==> src/rtl/readreg.sv <==
// readreg: register-read stage between rename and issue.
// Requests both source physical registers per lane from the register file and
// resolves each operand from register-file data or execute/writeback bypass.
// The datapath is purely combinational; clk is present only for interface uniformity.
// Optional feature macro: READREG_WB_BYPASS_EN (writeback feedback joins the bypass
// as the lowest-priority source when defined).

package readreg_pkg;
  localparam int unsigned READREG_WIDTH    = 2;
  localparam int unsigned EXECUTE_UNIT_NUM = 7;
  localparam int unsigned PHY_REG_ID_WIDTH = 6;
  localparam int unsigned REG_DATA_WIDTH   = 32;
  localparam int unsigned PC_WIDTH         = 32;
  localparam int unsigned OP_WIDTH         = 8;

  typedef enum logic [1:0] {
    _reg     = 2'd0,
    _imm     = 2'd1,
    _disable = 2'd2
  } arg_src_t;

  typedef struct packed {
    logic                        enable;
    logic                        valid;
    logic [PC_WIDTH-1:0]         pc;
    logic [OP_WIDTH-1:0]         op;
    logic [REG_DATA_WIDTH-1:0]   imm;
    arg_src_t                    arg1_src;
    arg_src_t                    arg2_src;
    logic                        rs1_need_map;
    logic [PHY_REG_ID_WIDTH-1:0] rs1_phy;
    logic                        rs2_need_map;
    logic [PHY_REG_ID_WIDTH-1:0] rs2_phy;
    logic                        rd_enable;
    logic [PHY_REG_ID_WIDTH-1:0] rd_phy;
  } rename_readreg_op_info_t;

  typedef struct packed {
    rename_readreg_op_info_t [READREG_WIDTH-1:0] op_info;
  } rename_readreg_pack_t;

  typedef struct packed {
    logic                        enable;
    logic                        valid;
    logic [PC_WIDTH-1:0]         pc;
    logic [OP_WIDTH-1:0]         op;
    logic [REG_DATA_WIDTH-1:0]   imm;
    arg_src_t                    arg1_src;
    arg_src_t                    arg2_src;
    logic                        rs1_need_map;
    logic [PHY_REG_ID_WIDTH-1:0] rs1_phy;
    logic                        rs2_need_map;
    logic [PHY_REG_ID_WIDTH-1:0] rs2_phy;
    logic                        rd_enable;
    logic [PHY_REG_ID_WIDTH-1:0] rd_phy;
    logic                        src1_loaded;
    logic [REG_DATA_WIDTH-1:0]   src1_value;
    logic                        src2_loaded;
    logic [REG_DATA_WIDTH-1:0]   src2_value;
  } readreg_issue_op_info_t;

  typedef struct packed {
    readreg_issue_op_info_t [READREG_WIDTH-1:0] op_info;
  } readreg_issue_pack_t;

  typedef struct packed {
    logic stall;
  } issue_feedback_pack_t;

  typedef struct packed {
    logic                        enable;
    logic [PHY_REG_ID_WIDTH-1:0] phy_id;
    logic [REG_DATA_WIDTH-1:0]   value;
  } feedback_channel_t;

  typedef struct packed {
    feedback_channel_t [EXECUTE_UNIT_NUM-1:0] channel;
  } execute_feedback_pack_t;

  typedef execute_feedback_pack_t wb_feedback_pack_t;

  typedef struct packed {
    logic enable;
    logic flush;
  } commit_feedback_pack_t;

  typedef struct packed {
    logic                      loaded;
    logic [REG_DATA_WIDTH-1:0] value;
  } operand_t;
endpackage

module readreg
  import readreg_pkg::*;
(
  input  logic                   clk,
  input  logic                   rst,
  input  rename_readreg_pack_t   rename_readreg_port_data_out,
  output logic [READREG_WIDTH-1:0][1:0][PHY_REG_ID_WIDTH-1:0] readreg_phyf_id,
  input  logic [READREG_WIDTH-1:0][1:0][REG_DATA_WIDTH-1:0]   phyf_readreg_data,
  input  logic [READREG_WIDTH-1:0][1:0]                       phyf_readreg_data_valid,
  output readreg_issue_pack_t    readreg_issue_port_data_in,
  output logic                   readreg_issue_port_we,
  output logic                   readreg_issue_port_flush,
  input  issue_feedback_pack_t   issue_feedback_pack,
  input  execute_feedback_pack_t execute_feedback_pack,
  input  wb_feedback_pack_t      wb_feedback_pack,
  input  commit_feedback_pack_t  commit_feedback_pack
);

  operand_t [READREG_WIDTH-1:0][1:0] w_exe_hit;
  operand_t [READREG_WIDTH-1:0][1:0] w_wb_hit;
  operand_t [READREG_WIDTH-1:0][1:0] w_opnd;
  logic                              w_unused;

  // Bypass lookup: scanning high to low lets the lowest-index matching channel win.
  function automatic operand_t fb_lookup(input execute_feedback_pack_t fb,
                                         input logic [PHY_REG_ID_WIDTH-1:0] phy);
    operand_t r;
    r = '0;
    for (int k = int'(EXECUTE_UNIT_NUM) - 1; k >= 0; k--) begin
      if (fb.channel[k].enable && (fb.channel[k].phy_id == phy)) begin
        r.loaded = 1'b1;
        r.value  = fb.channel[k].value;
      end
    end
    return r;
  endfunction

  // Operand resolution: immediate / constant zero first, then RF, execute, writeback.
  function automatic operand_t resolve(input logic                      active,
                                       input arg_src_t                  src,
                                       input logic                      need_map,
                                       input logic [REG_DATA_WIDTH-1:0] imm,
                                       input logic                      rf_valid,
                                       input logic [REG_DATA_WIDTH-1:0] rf_data,
                                       input operand_t                  exe_hit,
                                       input operand_t                  wb_hit);
    operand_t r;
    r = '0;
    if (active) begin
      if (src == _imm) begin
        r.loaded = 1'b1;
        r.value  = imm;
      end else if ((src == _disable) || !need_map) begin
        r.loaded = 1'b1;
      end else if (rf_valid) begin
        r.loaded = 1'b1;
        r.value  = rf_data;
      end else if (exe_hit.loaded) begin
        r = exe_hit;
      end else begin
        r = wb_hit;
      end
    end
    return r;
  endfunction

  // Register-file read ids and per-operand bypass hits.
  always_comb begin
    readreg_phyf_id = '0;
    w_exe_hit       = '0;
    w_wb_hit        = '0;
    for (int i = 0; i < int'(READREG_WIDTH); i++) begin
      readreg_phyf_id[i][0] = rename_readreg_port_data_out.op_info[i].rs1_phy;
      readreg_phyf_id[i][1] = rename_readreg_port_data_out.op_info[i].rs2_phy;
      for (int n = 0; n < 2; n++) begin
        w_exe_hit[i][n] = fb_lookup(execute_feedback_pack, readreg_phyf_id[i][n]);
`ifdef READREG_WB_BYPASS_EN
        w_wb_hit[i][n]  = fb_lookup(wb_feedback_pack, readreg_phyf_id[i][n]);
`endif
      end
    end
  end

  // Final operand selection per lane.
  always_comb begin
    w_opnd = '0;
    for (int i = 0; i < int'(READREG_WIDTH); i++) begin
      w_opnd[i][0] = resolve(rename_readreg_port_data_out.op_info[i].enable &
                             rename_readreg_port_data_out.op_info[i].valid,
                             rename_readreg_port_data_out.op_info[i].arg1_src,
                             rename_readreg_port_data_out.op_info[i].rs1_need_map,
                             rename_readreg_port_data_out.op_info[i].imm,
                             phyf_readreg_data_valid[i][0], phyf_readreg_data[i][0],
                             w_exe_hit[i][0], w_wb_hit[i][0]);
      w_opnd[i][1] = resolve(rename_readreg_port_data_out.op_info[i].enable &
                             rename_readreg_port_data_out.op_info[i].valid,
                             rename_readreg_port_data_out.op_info[i].arg2_src,
                             rename_readreg_port_data_out.op_info[i].rs2_need_map,
                             rename_readreg_port_data_out.op_info[i].imm,
                             phyf_readreg_data_valid[i][1], phyf_readreg_data[i][1],
                             w_exe_hit[i][1], w_wb_hit[i][1]);
    end
  end

  // Issue packet: pass every rename field through and attach resolved operands.
  always_comb begin
    readreg_issue_port_data_in = '0;
    for (int i = 0; i < int'(READREG_WIDTH); i++) begin
      readreg_issue_port_data_in.op_info[i].enable       = rename_readreg_port_data_out.op_info[i].enable;
      readreg_issue_port_data_in.op_info[i].valid        = rename_readreg_port_data_out.op_info[i].valid;
      readreg_issue_port_data_in.op_info[i].pc           = rename_readreg_port_data_out.op_info[i].pc;
      readreg_issue_port_data_in.op_info[i].op           = rename_readreg_port_data_out.op_info[i].op;
      readreg_issue_port_data_in.op_info[i].imm          = rename_readreg_port_data_out.op_info[i].imm;
      readreg_issue_port_data_in.op_info[i].arg1_src     = rename_readreg_port_data_out.op_info[i].arg1_src;
      readreg_issue_port_data_in.op_info[i].arg2_src     = rename_readreg_port_data_out.op_info[i].arg2_src;
      readreg_issue_port_data_in.op_info[i].rs1_need_map = rename_readreg_port_data_out.op_info[i].rs1_need_map;
      readreg_issue_port_data_in.op_info[i].rs1_phy      = rename_readreg_port_data_out.op_info[i].rs1_phy;
      readreg_issue_port_data_in.op_info[i].rs2_need_map = rename_readreg_port_data_out.op_info[i].rs2_need_map;
      readreg_issue_port_data_in.op_info[i].rs2_phy      = rename_readreg_port_data_out.op_info[i].rs2_phy;
      readreg_issue_port_data_in.op_info[i].rd_enable    = rename_readreg_port_data_out.op_info[i].rd_enable;
      readreg_issue_port_data_in.op_info[i].rd_phy       = rename_readreg_port_data_out.op_info[i].rd_phy;
      readreg_issue_port_data_in.op_info[i].src1_loaded  = w_opnd[i][0].loaded;
      readreg_issue_port_data_in.op_info[i].src1_value   = w_opnd[i][0].value;
      readreg_issue_port_data_in.op_info[i].src2_loaded  = w_opnd[i][1].loaded;
      readreg_issue_port_data_in.op_info[i].src2_value   = w_opnd[i][1].value;
    end
  end

  // Issue-port control; reset holds both low without touching the datapath.
  assign readreg_issue_port_we    = ~issue_feedback_pack.stall & ~rst;
  assign readreg_issue_port_flush = commit_feedback_pack.enable & commit_feedback_pack.flush & ~rst;

`ifdef READREG_WB_BYPASS_EN
  assign w_unused = clk;
`else
  assign w_unused = ^{clk, wb_feedback_pack};
`endif

endmodule

==> config.mk <==
export PLATFORM = sky130hd
export DESIGN_NAME = readreg
export DESIGN_NICKNAME = d
export VERILOG_FILES = /design/src/rtl/readreg.sv
export SDC_FILE = /design/constraint.sdc
export NUM_CORES = 1
export LEC_CHECK = 0
export ABC_AREA = 1
export CAP_MARGIN = 15
export CORE_AREA = 2 2 483 485
export DETAILED_ROUTE_END_ITERATION = 16
export DIE_AREA = 0 0 485 487
export PLACE_DENSITY = 0.35
export SLEW_MARGIN = 20
export SYNTH_ARGS = -nofsm -noshare
export SYNTH_HDL_FRONTEND = slang
export SYNTH_SLANG_ARGS = --single-unit
export TNS_END_PERCENT = 30
==> constraint.sdc <==
create_clock -name vclk -period 5.3
set_input_delay 0.795 -clock vclk [all_inputs]
set_output_delay 0.795 -clock vclk [all_outputs]
set_load 0.05 [all_outputs]
## Word-level counts from Yosys, hierarchy flattened

Index checks and enable logic that the tools add are counted.

| word-level totals | value |
|---|---|
| register bits | 0 |
| input bits | 881 |
| output and inout bits | 356 |
| logic and storage cells | 131 |

| operators by class | value |
|---|---|
| equality and inequality tests | 36 |
| multiplexer cells | 52 |
| bitwise gates (word level) | 7 |
| reduce and logical (&&, ||, !) cells | 36 |

Operators with widths:

| cell | number |
|---|---|
| $mux W33 | 44 |
| $eq A6 B6 Y1 | 28 |
| $mux W32 | 4 |
| $logic_and A1 B1 Y1 | 28 |
| $eq A2 B1 Y1 const B | 4 |
| $eq A2 B2 Y1 const B | 4 |
| $and A1 B1 Y1 | 5 |
| $logic_not A1 Y1 | 4 |
| $logic_or A1 B1 Y1 | 4 |
| $mux W1 | 4 |
| $not A1 Y1 | 2 |

## Longest topological paths before layout

Gate-level depths: netlist (run 1).

| logic depth | value |
|---|---|
| depth after elaboration | 14 |
| gate-level depth with buffers | 20 |
| gate-level depth less buffers | 18 |

## Least setup slack after synthesis (run 1)

OpenSTA, ideal clock, no wires.

| timing path | value |
|---|---|
| kind | input-to-output |
| from | input port rename_readreg_port_data_out[110] in the netlist's numbering |
| to | output port readreg_issue_port_data_in[167] in the netlist's numbering |
| data arrival time | 2.928 ns |
| data required time | 4.505 ns |
| path slack | 1.577 ns |
| stages | 15 |
| path buffers | 2 |
| cell sequence | buf_4 > inv_2 > nand2_1 > a211oi_4 > nand2_2 > nand2_1 > nor2_1 > nand2_2 > nand2_2 > buf_6 > nor2_1 > nand2_1 > nand2_1 > nand2_1 > a21oi_1 |

RTL lines:

| element | line | text |
|---|---|---|
| start, declared | 98 | `input rename_readreg_pack_t rename_readreg_port_data_out,` |
| end, declared | 102 | `output readreg_issue_pack_t readreg_issue_port_data_in,` |

==> metrics.md, run 1 <==
| Metric | Value |
|---|---|
| # fillers | 27200 |
| M2 GR Usage | 0.2937 |
| Design Power | 2.171 mW |
| Largest family of logic cells by synthesized area | simple AND/OR/NAND/NOR gates |
| CP Buf/Inv Count | 6 |
| Multi-input gate area | 0.01344 mm² |
| Pleak | 14.28 nW |
| Hold-fix buffers, CTS | 0 |
| Final setup violation count | 0 |
| Clock buffer cells | 0 |
| RSZ-0062 raised after global routing | no |
| Die width | 485 µm |
| Crit end category | output pin |
| Cell Area, Synth | 0.01866 mm² |
| Arrival time worst endpoint | 4.23 ns |
| Most frequent cells after synthesis | 1653 x nand2_1, 614 x inv_1, 374 x a21oi_1 |
| Setup TNS Final | 0 ns |
| Initial antenna violation count | 130 |
| PostCTS Resize Cnt | 0 |
| Core Region | 0.2314 mm² |
| Minimum clock period after layout | 5.029 ns |
| Cell mode on critical path | nand2_1 |
| Unique masters post-synth | 36 |
| ANT nets after route | 0 |
| Layout area overhead | 62.57% |
| Rows | 177 |
| Routed len/inst | 25.37 µm |
| Largest net degree at the start of global routing | 65 |
| Full die area | 0.2362 mm² |
| Compound-Gate Fraction of Synth Area | 0.2280 |
| Peak Freq | 198.8 MHz |
| Critical path startpoint category | input port |
| Max-slew violations | 0 |
| Slowest library cell on the worst path | clkdlybuf4s50_1 |
| Die span in y | 487 µm |
| Seq/Total Area, Yosys | 0 |
| Final Core Density | 0.1311 |
| Final WS setup | 0.2706 ns |
| Number of global-route vias before repair | 27150 |
| Average cell area after synthesis | 4.408 µm² |
| Setup CP Type | in2out |
| Routed vias | 28690 |
| Final non-filler cell total | 7769 |
| Synth area leader | nand2_1 |
| Worst slew margin | 0.3504 |
| Number of buffers added on ports | 775 |
| Crit-path cells | clkdlybuf4s50_1 -> inv_2 -> buf_4 -> nand2_1 -> o21ai_0 -> nor4_1 -> nand3_4 -> buf_12 -> o21ai_0 -> inv_1 -> nand2_1 -> nand2_1 -> nand2_1 -> nand2_1 -> a21oi_1 -> buf_4 |
| Area post-placement | 0.03026 mm² |
| Adder-Cell Fraction of Synth Area | 0 |
| Number of sequential cells | 0 |
| Top-count cell post-synth | nand2_1 |
| Pre-CTS WS | 0.2060 ns |
| Top area cells in the synthesized netlist | nand2_1 33%, inv_1 12%, a21oi_1 10%, buf_4 9.5%, o21ai_0 9.3% |
| Iter 0 DRT Violations | 2391 |
| Area fraction of the dominant cell type after synthesis | 0.3325 |
| Min-Delay Path Class | in2out |
| Simple-Gate Fraction of Synth Area | 0.4746 |
| Final HPWL DP | 169000 µm |
| Synth Area in XOR/XNOR | 0.009856 |
| Vias/cell | 3.692 |
| Data required, critical path | 4.51 ns |
| Pwr/cell area | 71.57 mW/mm² |
| Io pins | 1237 |
| Post-Syn Nets | 5115 |
| Fin area | 0.03034 mm² |
| Final Hold Slack | 1.590 ns |
| Worst vdd ir | 0.04775 mV |
| Synthesis Warnings | 0 |
| Worst slew pin tran | 0.9744 ns |
| Crit-path leading delay family | buffers and inverters |
| Met3 Usage GRT | 0.03714 |
| Final hold violations | 0 |
| Slowest stage delay, CP | 0.76 ns |
| Final wirelength | 197100 µm |
| Gpl congestion | 0.8831 |
| Maxcap violations | 0 |
| Crit Path Max Fanout | 36 |
| Overflow after GRT | 0 |
| First-pass GRT wire length | 255500 µm |
| Net count reported at finish | 5578 |
| DR DRC count | 0 |
| Status | complete, no violations |
| Sequential cell area | 0 µm² |
| Grt met1 use | 0.1865 |
| Grt peak-use layer | met2 |
| 1st-pass router iterations | 5 |
| Post-CTS setup buffers | 0 |
| Placed Cells incl. Taps | 7738 |
| Initial Utilization | 0.08064 |
| Layout cells sized above 1 | 0.08456 |
| Post-Synthesis Cells | 4234 |
| Fin crit share | 0.9489 |
| Mux cell area share after synthesis | 0 |
| Overall global routing resource usage | 0.1590 |
final timing paths:
path | from | end | slack (ns) | cells past startpoint
max | rename_readreg_port_data_out[10] | readreg_issue_port_data_in[9] | 0.27 | 16
min | rename_readreg_port_data_out[58] | readreg_issue_port_data_in[124] | 1.59 | 0
cell usage in the layout (no fill, tap or decap), types with 31 or more instances in the layout:
| cell type | netlist | final |
|---|---|---|
| inv_1 | 614 | 605 |
| buf_12 | 0 | 145 |
| buf_4 | 237 | 165 |
| nand3_1 | 246 | 242 |
| clkdlybuf4s50_1 | 0 | 639 |
| o21ai_1 | 77 | 77 |
| diode_2 | 0 | 31 |
| nand2_1 | 1653 | 1645 |
| a21oi_1 | 374 | 374 |
| o21ai_0 | 348 | 348 |
| inv_2 | 35 | 46 |
| nor2_1 | 277 | 276 |
kinds of logic after synthesis:
| kind of cell | Yosys count |
|---|---|
| XOR/XNOR | 21 |
| AND/OR/NAND/NOR | 2233 |
| buffers and inverters | 1146 |
| AO/OA/AOI/OAI | 834 |
where the power goes:
part           internal, mW   total (mW)  switching [mW]
Clock           0.000000400  0.000000400               0
Combinational         0.805         2.17            1.37
Sequential                0            0               0
final cells by class:
type	count	area share
timing repair buffer	953	0.3480
inverter	654	0.08100
tap	3043	0.1255
multi-input combinational	3088	0.4430
antenna	31	0.002557
routing by layer:
metal	part of all wire	vias up	wire length, µm
met4	0.023	48	4470
met5	0.0014	-	285
met2	0.50	1348	99480
li1	-	13740	-
met3	0.075	272	14760
met1	0.40	13280	78150
No activity file was read; power rests on OpenSTA's default activity.
==> run 2: changes to the inputs <==
==> constraint.sdc (replaced) <==
create_clock -name vclk -period 5.3
set_input_delay 0.53 -clock vclk [all_inputs]
set_output_delay 0.53 -clock vclk [all_outputs]
set_load 0.05 [all_outputs]
==> run 2 against run 1 <==
Against the previous run: hold slack got worse by 0.53 ns; sequential share of layout area unchanged; combinational power about the same; total power decreased by 1.5%; largest cell class unchanged; global-route usage about the same; design area decreased by 2.0%; sequential cell count unchanged.
==> metrics.md, run 2 (synthesis results as in run 1) <==
| Metric | Value |
|---|---|
| Number of global-route vias before repair | 27170 |
| Die span in y | 487 µm |
| Fin area | 0.02974 mm² |
| First-pass GRT wire length | 254800 µm |
| Crit end category | output pin |
| Vias/cell | 3.703 |
| Fin crit share | 0.9048 |
| Gate power share | 1.000 |
| Sequential cell area | 0 µm² |
| Post-CTS setup buffers | 0 |
| Iter 0 DRT Violations | 2360 |
| Overflow after GRT | 0 |
| Final HPWL DP | 168000 µm |
| RSZ-0062 raised after global routing | no |
| Max-slew violations | 0 |
| Final wirelength | 196800 µm |
| Gpl congestion | 0.8622 |
| Net switching power | 1.360 mW |
| Rows | 177 |
| Die width | 485 µm |
| Number of buffers added on ports | 775 |
| DR DRC count | 0 |
| Minimum clock period after layout | 4.796 ns |
| Most frequent cells in the layout | 1645 x nand2_1, 640 x clkdlybuf4s50_1, 605 x inv_1 |
| # fillers | 27290 |
| Io pins | 1237 |
| Core Region | 0.2314 mm² |
| Arrival time worst endpoint | 4.27 ns |
| Full die area | 0.2362 mm² |
| Pwr/cell area | 71.92 mW/mm² |
| P_int | 779.4 µW |
| Peak Freq | 208.5 MHz |
| Largest net degree at the start of global routing | 65 |
| Min-Delay Path Class | in2out |
| Setup TNS Final | 0 ns |
| Maxcap violations | 0 |
| ANT nets after route | 0 |
| Commonest non-fill, non-tap cell in the layout | nand2_1 |
| Final setup violation count | 0 |
| Initial antenna violation count | 115 |
| Clk pwr share | 0 |
| Initial Utilization | 0.08064 |
| Critical path startpoint category | input port |
| Layout area overhead | 59.36% |
| Worst vdd ir | 0.05712 mV |
| Worst slew pin tran | 0.9955 ns |
| Setup CP Type | in2out |
| Clock buffer cells | 0 |
| Routed vias | 28580 |
| Pleak | 13.95 nW |
| Worst slew margin | 0.3364 |
| Switching share of power | 0.6356 |
| Layout cells sized above 1 | 0.07489 |
| Status | complete, no violations |
| Routed len/inst | 25.50 µm |
| Area post-placement | 0.02967 mm² |
| PostCTS Resize Cnt | 0 |
| Final hold violations | 0 |
| Data required, critical path | 4.77 ns |
| 1st-pass router iterations | 6 |
| Sequential cell fraction of total power | 0 |
| Overall global routing resource usage | 0.1586 |
| Hold-fix buffers, CTS | 0 |
| Number of sequential cells | 0 |
| Crit Path Max Fanout | 64 |
| Net count reported at finish | 5530 |
## run 2: final timing paths
check,end,cells past startpoint,from,slack (ns)
setup / recovery,readreg_issue_port_data_in[174],15,rename_readreg_port_data_out[111],0.50
hold / removal,readreg_issue_port_data_in[153],0,rename_readreg_port_data_out[87],1.06
## run 2: power groups by stage
stage,clock network [mW],registers (mW),logic (mW)
floorplan,0,0,1.18
global placement,0,0,2.16
detailed placement,0,0,2.16
CTS,0,0,2.17
global route,0.000000257,0,2.29
finish,0.0000000666,0,2.14
## run 2: area by class of cell
cell class,count,area [µm²],share of cell area
multi-input cells,3088,13440,0.4519
diodes,29,72.57,0.002440
repair buffers,905,9962,0.3350
inverters,654,2457,0.08263
well taps,3043,3807,0.1280
## run 2: critical path: stages
cell             delay [ns]
clkdlybuf4s50_1        1.01
inv_2                  0.27
a21oi_1                0.21
nand3_1                0.09
nor3_1                 0.28
nand2_4                0.12
buf_12                 0.21
o21ai_0                0.38
inv_1                  0.08
nand2_1                0.12
nand2_1                0.15
nand2_1                0.09
nand2_1                0.05
a21oi_1                0.37
buf_12                 0.19
## run 2: per-stage QoR
| step | hold WS (ns) | power, mW | utilization | instances | worst slack [ns] |
|---|---|---|---|---|---|
| after floorplan | 1.227 | 1.181 | - | 4234 | 2.107 |
| after CTS | 1.060 | 2.167 | 0.1282 | 7690 | 0.4589 |
| after global placement | 1.060 | 2.159 | 0.1282 | 7690 | 0.5310 |
| after global routing | 1.060 | 2.288 | 0.1283 | 7700 | 0.3890 |
| after detailed placement | 1.060 | 2.159 | 0.1282 | 7690 | 0.4920 |
| final | 1.060 | 2.139 | 0.1285 | 7719 | 0.5045 |
## run 2: routing by layer
metal | global-route usage | share of wire
met5 | 0 | 0.0017
met4 | 0.03284 | 0.026
met3 | 0.03966 | 0.075
met2 | 0.2932 | 0.51
met1 | 0.1822 | 0.39
